$ cat src/rtl/mau_pkg.sv
// mau_pkg: shared definitions for the memory access unit.
//   - mau_state_e : access FSM states (IDLE, REQ, WAIT, DONE)
//   - MAU_AW / MAU_DW / MAU_TIMEOUT : default address width, data width and
//     acknowledge timeout (cycles), the latter only meaningful when the design
//     is built with MAU_TIMEOUT_EN defined.
package mau_pkg;

  localparam int MAU_AW      = 16;
  localparam int MAU_DW      = 16;
  localparam int MAU_TIMEOUT = 15;

  typedef enum logic [1:0] {
    ST_IDLE = 2'd0,
    ST_REQ  = 2'd1,
    ST_WAIT = 2'd2,
    ST_DONE = 2'd3
  } mau_state_e;

endpackage

$ cat src/rtl/mau_timeout_ctr.sv
// mau_timeout_ctr: counts request cycles that went unacknowledged and flags
// when the current cycle is the last one allowed before giving up.
// Ports:
//   clk     in  clock
//   aclr    in  synchronous active-high reset
//   clr     in  restart count (access is starting)
//   inc     in  one more unacknowledged request cycle
//   expired out this is the TIMEOUT-th unacknowledged cycle
module mau_timeout_ctr #(
  parameter int TIMEOUT = 15
) (
  input  logic clk,
  input  logic aclr,
  input  logic clr,
  input  logic inc,
  output logic expired
);

  localparam int CW = $clog2(TIMEOUT + 1);
  // Count value held while the TIMEOUT-th ack-less cycle is in progress.
  localparam logic [CW-1:0] LIMIT = CW'(TIMEOUT - 1);

  logic [CW-1:0] cnt_q, cnt_d;

  // Next count: clear on access start, step on every ack-less request cycle.
  always_comb begin
    cnt_d = cnt_q;
    if (clr) begin
      cnt_d = '0;
    end else if (inc) begin
      cnt_d = cnt_q + CW'(1);
    end else begin
      cnt_d = cnt_q;
    end
  end

  // Count register.
  always_ff @(posedge clk) begin
    if (aclr) begin
      cnt_q <= '0;
    end else begin
      cnt_q <= cnt_d;
    end
  end

  assign expired = (cnt_q == LIMIT);

endmodule

$ cat src/rtl/mem_access_unit.sv
// mem_access_unit: MAR/MDR register pair plus a four-state FSM that runs one
// memory read or write per mio_en and pulses r on completion.
// Optional feature: define MAU_TIMEOUT_EN to abort accesses that go TIMEOUT
// cycles without mem_ack (r with err=1). Without it the FSM waits forever.
// Ports:
//   clk, aclr          clock, synchronous active-high reset
//   bus_in             processor bus (MAR <- bus_in[AW-1:0], MDR <- bus_in)
//   ld_mar, ld_mdr     register loads, honoured only in IDLE
//   mio_en, r_w        start access (r_w: 1=write, 0=read), IDLE only
//   mar_out, mdr_out   current MAR / MDR
//   r, err             completion pulse and timeout flag
//   mem_req, mem_we    memory request and write strobe
//   mem_addr, mem_wdata  MAR / MDR driven to memory
//   mem_rdata, mem_ack memory read data and completion
module mem_access_unit
  import mau_pkg::*;
#(
  parameter int AW      = MAU_AW,
  parameter int DW      = MAU_DW,
  parameter int TIMEOUT = MAU_TIMEOUT
) (
  input  logic          clk,
  input  logic          aclr,
  input  logic [DW-1:0] bus_in,
  input  logic          ld_mar,
  input  logic          ld_mdr,
  input  logic          mio_en,
  input  logic          r_w,
  output logic [AW-1:0] mar_out,
  output logic [DW-1:0] mdr_out,
  output logic          r,
  output logic          err,
  output logic          mem_req,
  output logic          mem_we,
  output logic [AW-1:0] mem_addr,
  output logic [DW-1:0] mem_wdata,
  input  logic [DW-1:0] mem_rdata,
  input  logic          mem_ack
);

  mau_state_e    state_q, state_d;
  logic [AW-1:0] mar_q, mar_d;
  logic [DW-1:0] mdr_q, mdr_d;
  logic          we_q, we_d;
  logic          r_q, r_d;
  logic          err_q, err_d;
  logic          mem_req_q, mem_req_d;
  logic          mem_we_q, mem_we_d;
  logic          expired_s;

`ifdef MAU_TIMEOUT_EN
  logic start_s;
  logic busy_noack_s;

  assign start_s      = (state_q == ST_IDLE) && mio_en;
  assign busy_noack_s = ((state_q == ST_REQ) || (state_q == ST_WAIT)) && !mem_ack;

  mau_timeout_ctr #(
    .TIMEOUT (TIMEOUT)
  ) u_timeout_ctr (
    .clk     (clk),
    .aclr    (aclr),
    .clr     (start_s),
    .inc     (busy_noack_s),
    .expired (expired_s)
  );
`else
  logic unused_timeout_s;

  assign unused_timeout_s = (TIMEOUT > 0);
  assign expired_s        = 1'b0;
`endif

  // Next-state, register-load and registered-output decode.
  always_comb begin
    state_d = state_q;
    mar_d   = mar_q;
    mdr_d   = mdr_q;
    we_d    = we_q;
    err_d   = 1'b0;
    case (state_q)
      ST_IDLE: begin
        if (ld_mar) begin
          mar_d = bus_in[AW-1:0];
        end else begin
          mar_d = mar_q;
        end
        if (ld_mdr) begin
          mdr_d = bus_in;
        end else begin
          mdr_d = mdr_q;
        end
        if (mio_en) begin
          we_d    = r_w;
          state_d = ST_REQ;
        end else begin
          state_d = ST_IDLE;
        end
      end
      ST_REQ, ST_WAIT: begin
        // An ack arriving on the limit cycle still completes normally.
        if (mem_ack) begin
          state_d = ST_DONE;
          if (!we_q) begin
            mdr_d = mem_rdata;
          end else begin
            mdr_d = mdr_q;
          end
        end else if (expired_s) begin
          state_d = ST_DONE;
          err_d   = 1'b1;
        end else begin
          state_d = ST_WAIT;
        end
      end
      ST_DONE: begin
        state_d = ST_IDLE;
      end
      default: begin
        state_d = ST_IDLE;
      end
    endcase
    // Outputs are registered from the state being entered.
    r_d       = (state_d == ST_DONE);
    mem_req_d = (state_d == ST_REQ) || (state_d == ST_WAIT);
    mem_we_d  = mem_req_d && we_d;
  end

  // State, datapath and output registers.
  always_ff @(posedge clk) begin
    if (aclr) begin
      state_q   <= ST_IDLE;
      mar_q     <= '0;
      mdr_q     <= '0;
      we_q      <= 1'b0;
      r_q       <= 1'b0;
      err_q     <= 1'b0;
      mem_req_q <= 1'b0;
      mem_we_q  <= 1'b0;
    end else begin
      state_q   <= state_d;
      mar_q     <= mar_d;
      mdr_q     <= mdr_d;
      we_q      <= we_d;
      r_q       <= r_d;
      err_q     <= err_d;
      mem_req_q <= mem_req_d;
      mem_we_q  <= mem_we_d;
    end
  end

  assign mar_out   = mar_q;
  assign mdr_out   = mdr_q;
  assign mem_addr  = mar_q;
  assign mem_wdata = mdr_q;
  assign r         = r_q;
  assign err       = err_q;
  assign mem_req   = mem_req_q;
  assign mem_we    = mem_we_q;

endmodule
$ cat config.mk
export PLATFORM = sky130hd
export DESIGN_NAME = mem_access_unit
export DESIGN_NICKNAME = d
export VERILOG_FILES = /design/src/rtl/mau_pkg.sv /design/src/rtl/mau_timeout_ctr.sv /design/src/rtl/mem_access_unit.sv
export SDC_FILE = /design/constraint.sdc
export NUM_CORES = 1
export LEC_CHECK = 0
export ABC_CLOCK_PERIOD_IN_PS = 5000
export BUFFER_PORTS_ARGS = -buffer_cell sky130_fd_sc_hd__buf_2
export CORE_UTILIZATION = 48
export DETAILED_ROUTE_END_ITERATION = 8
export GPL_TIMING_DRIVEN = 0
export PLACE_DENSITY = 0.94
export SKIP_LAST_GASP = 1
export SYNTH_ARGS = -nofsm -noshare
export SYNTH_HDL_FRONTEND = slang
export SYNTH_SLANG_ARGS = --single-unit
$ cat constraint.sdc
create_clock -name clk -period 5 [get_ports clk]
set_input_delay 0.25 -clock clk [delete_from_list [all_inputs] [get_ports clk]]
set_output_delay 0.25 -clock clk [all_outputs]
set_load 0.01 [all_outputs]
# Yosys cells after proc, flatten, opt, wreduce, memory -nomap -nowiden
# Cells that the tools add are included.
# totals
register_bits	38
output_inout_bits	68
elab_cells	32
# op_classes
n_eq_ne	9
n_mux	9
n_reduce_logical	7
# ops
op	count
2-to-1 mux 16 bit	3
one-hot mux 16 bit (2 select lines)	1
== test 2 bit (second input constant)	4
!= test 2 bit (second input constant)	3
one-hot mux 2 bit (3 select lines)	1
== test 2 x 1 -> 1 bit (second input constant)	2
2-to-1 mux 1 bit	4
AND reduction 4 bit	1
zero test 2 bit	1
AND reduction 2 bit	1
nonzero test 2 bit	1
OR reduction 2 bit	1
logical AND 1 bit	1
logical OR 1 bit	1

# Depth between registers and ports, before layout
# depth
ltp_word	6
ltp_mapped	9

# Worst setup path after synthesis
# No wires, ideal clock.
# synth_path
path_kind	reg-to-reg
from	register state_q[0]
to	register mem_req_q (netlist: mem_req)
setup_ns	0.128
arrival_time_ns	1.690
path_slack_ns	3.182
stages_incl_launch_ff	10
path_buffers	3
synth_period_minus_slack_ns	1.818
cell_sequence	dfxtp_1 > inv_1 > ha_1 > buf_2 > buf_2 > buf_2 > nand3b_1 > nand2_1 > ha_1 > nor2b_1
# synth_between
elab_chain_cells	5
# synth_lines
element	line	text
from (decl)	mem_access_unit.sv:41	mau_state_e state_q, state_d;
from (signal assigned)	mem_access_unit.sv:141	state_q <= state_d;
== test 2 x 1 -> 1 bit or == test 2 bit (tied branches)	mem_access_unit.sv:81	case (state_q)
OR reduction 2 bit	mem_access_unit.sv:81	
one-hot mux 2 bit (3 select lines) *	mem_access_unit.sv:81	
named net state_d[1]	mem_access_unit.sv:41	
== test 2 x 1 -> 1 bit or == test 2 bit (tied branches)	mem_access_unit.sv:125	mem_req_d = (state_d == ST_REQ) || (state_d == ST_WAIT);
logical OR 1 bit *	mem_access_unit.sv:125	
named net mem_req_d	mem_access_unit.sv:47	logic mem_req_q, mem_req_d;
to (signal assigned)	mem_access_unit.sv:147	mem_req_q <= mem_req_d;
to (decl)	mem_access_unit.sv:47	
# The timed path passes the listed nets; every way through them passes the cells marked *.
# A chain may end at the register's enable or synchronous reset.

# Final worst setup path
# Same ends and word-level chain as after synthesis.

==> results_dict.tcl <==
set metrics [dict create \
    wl_um 4720 \
    maxCapViolCount 0 \
    slowest_delay_ns 0.31 \
    worst_hold_path_type "in -> reg" \
    io_pins 107 \
    yosysWarnings 0 \
    holdPathStages 3 \
    rsz0062_at_grt "false" \
    cts.sink_count 38 \
    vias 1844 \
    path_buf_inv 4 \
    avgRoutedWirePerCell_um 12.5 \
    worstMarginPinSlew_ns 0.588 \
    root_buffer "clkbuf_8" \
    cp_slowest_cell "dfxtp_1" \
    cts_hold_buffers 0 \
    gp_congestion 0.824 \
    final_cell_mix "buf_2 (109), dfxtp_1 (38), nand2_1 (35)" \
    use_met2_pct 40.3 \
    initial_core_util_pct 51.6 \
    ir_worst_vdd_mv 0.194 \
    grt_usage_pct 22.4 \
    fmax_mhz 480 \
    area_growth_syn_to_layout_pct 33.8 \
    critPathTopFamily "buffers and inverters" \
    nets 371 \
    cts_setup_buffers 0 \
    relSlewSlack_pct 60.8 \
    met3_usage_pct 6.21 \
    coreArea_um2 3800 \
    ant_nets 0 \
    ys_ff_latch 38 \
    grtUsageMet1_pct 24.4 \
    clk_pin_slew_ns 0.07 \
    min_period_ns 2.08 \
    cts_buffer_depth 2 \
    critPathArrivalTime_ns 2.25 \
    die-area_um2 4340 \
    power.density_nw_per_um2 364 \
    drc_errors 0 \
    dpl.hpwl_um 3760 \
    antennaDiodeCount 0 \
    cts_buffers 5 \
    setup_viol 0 \
    fp-row-count 22 \
    avgViaCountPerCell 4.89 \
    grt_pass1_wl_um 7160 \
    worstSetupPathType "reg -> reg" \
    p_leak_nw 1.33 \
    dr.pass1.iters 4 \
    cts.repair.resized 0 \
    ys_types 22 \
    drt_iter0_drc 108 \
    crit_top_cell "buf_2" \
    portBuffers 104 \
    drive_gt1_share_pct 54.1 \
    seq_area_frac_synth_pct 38.8 \
    die_w_um 65.9 \
    htreeDepth 2 \
    crit_cells 9 \
    grt_antenna_before_repair 0 \
    grt_max_degree 11 \
    worstPathCellList "inv_1, ha_1, buf_2, buf_2, buf_2, nand3b_1, nand2_1, ha_1, nor2b_1" \
    skew_ns 0.00606 \
    cts_tree "built" \
    critPathLaunchType "flip-flop" \
    grt_pass1_vias 1591 \
    grt-busiest-layer "met2" \
    crit_fanout 10 \
    status "completed" \
    syn_area_um2 1960 \
    reg2reg_depth 9 \
    clk_latency_ns 0.29 \
    syn_inst 219 \
    slew_violations 0 \
    power_mw 0.955 \
    syn_nets 260 \
    final_common_cell "buf_2" \
    grt-ovfl-total 0 \
    endpoint_kind "flip-flop" \
    required_ns 5.17 \
    finalHoldViolCount 0 \
    postSynthAreaPerCell_um2 8.95 \
    die_h_um 65.9 \
    fin_setup_tns_ns 0 \
    period_share_pct 41.6 \
]
layer usage:
| layer | vias to the layer above | routed length (um) | share of wire [%] |
|---|---|---|---|
| met3 | 14 | 315 | 6.7 |
| met4 | 0 | 109 | 2.3 |
| met2 | 75 | 2410 | 51 |
| met1 | 833 | 1890 | 40 |
| met5 | - | 0 | 0 |
| li1 | 922 | - | - |
cells by family after synthesis:
| kind of cell | Yosys count | share of synthesized area, % |
|---|---|---|
| mux | 17 | 9.90 |
| simple gates | 43 | 9.26 |
| other cells | 1 | 0.191 |
| buf+inv | 66 | 19.9 |
| compound gates | 52 | 20.7 |
| flops | 38 | 38.8 |
| fa+ha+maj | 2 | 1.28 |
where the power goes:
part           leakage [nW]  internal, mW  switching, mW
Sequential            0.313         0.345         0.0289
Clock                0.0431         0.106          0.101
Combinational         0.974         0.186          0.188
Total                  1.33         0.638          0.318
Yosys cell counts:
library cell  count  share of area, %
a211oi_1         22               8.4
a211oi_2         10               6.4
a21bo_2           1              0.51
a21o_4            1              0.77
a21oi_1          18               4.6
and2_1            2              0.64
buf_2             5               1.3
buf_4            34                13
buf_6             1              0.57
clkbuf_1          8               1.5
conb_1            1              0.19
dfxtp_1          38                39
ha_1              2               1.3
inv_1            18               3.4
mux2_1            1              0.57
mux2_2           15               8.6
mux2i_2           1              0.70
nand2_1          35               6.7
nand2b_1          1              0.32
nand3_1           1              0.26
nand3b_1          1              0.38
nor2b_1           3              0.96
through the flow:
step	setup WS, ns	util [%]	std cells	hold slack [ns]	cell area (um2)
6_report	2.92	69.0	377	0.202	2620
5_1_grt	2.74	69.0	377	0.205	2620
4_1_cts	2.92	69.0	377	0.198	2620
3_5_place_dp	2.93	66.9	371	0.462	2540
3_3_place_gp	2.98	66.9	371	0.455	2540
2_1_floorplan	3.18	-	219	0.386	1960
sequential cells by signal (all words and copies together) (netlist names):
| name | cells |
|---|---|
| mar_out | 16 |
| r | 1 |
| we_q | 1 |
| mem_req | 1 |
| mdr_out | 16 |
| mem_we | 1 |
| state_q | 2 |
worst reg2reg max path: stages, from the launching register on:
cell      delay, ns
dfxtp_1        0.31
inv_1          0.04
ha_1           0.29
buf_2          0.23
buf_2          0.26
buf_2          0.26
nand3b_1       0.12
nand2_1        0.09
ha_1           0.23
nor2b_1        0.13
worst paths after layout:
check | startpoint | to | slack, ns
setup / recovery | state_q[0]$_SDFF_PP0_ | mem_req$_SDFF_PP0_ | 2.92
hold / removal | bus_in[1] | mar_out[1]$_SDFFE_PP0P_ | 0.20
setup reg to reg | state_q[0]$_SDFF_PP0_ | mem_req$_SDFF_PP0_ | 2.92
hold reg to reg | mar_out[1]$_SDFFE_PP0P_ | mar_out[1]$_SDFFE_PP0P_ | 0.47
layout make-up:
class | instances | area [um2]
Buffer | 48 | 322
Clock buffer | 6 | 82.6
Fill cell | 314 | 1180
Inverter | 18 | 67.6
Multi-Input combinational cell | 115 | 810
Sequential cell | 38 | 761
Tap cell | 48 | 60.1
Timing Repair Buffer | 104 | 520
Power figures use the tool's default switching activity.
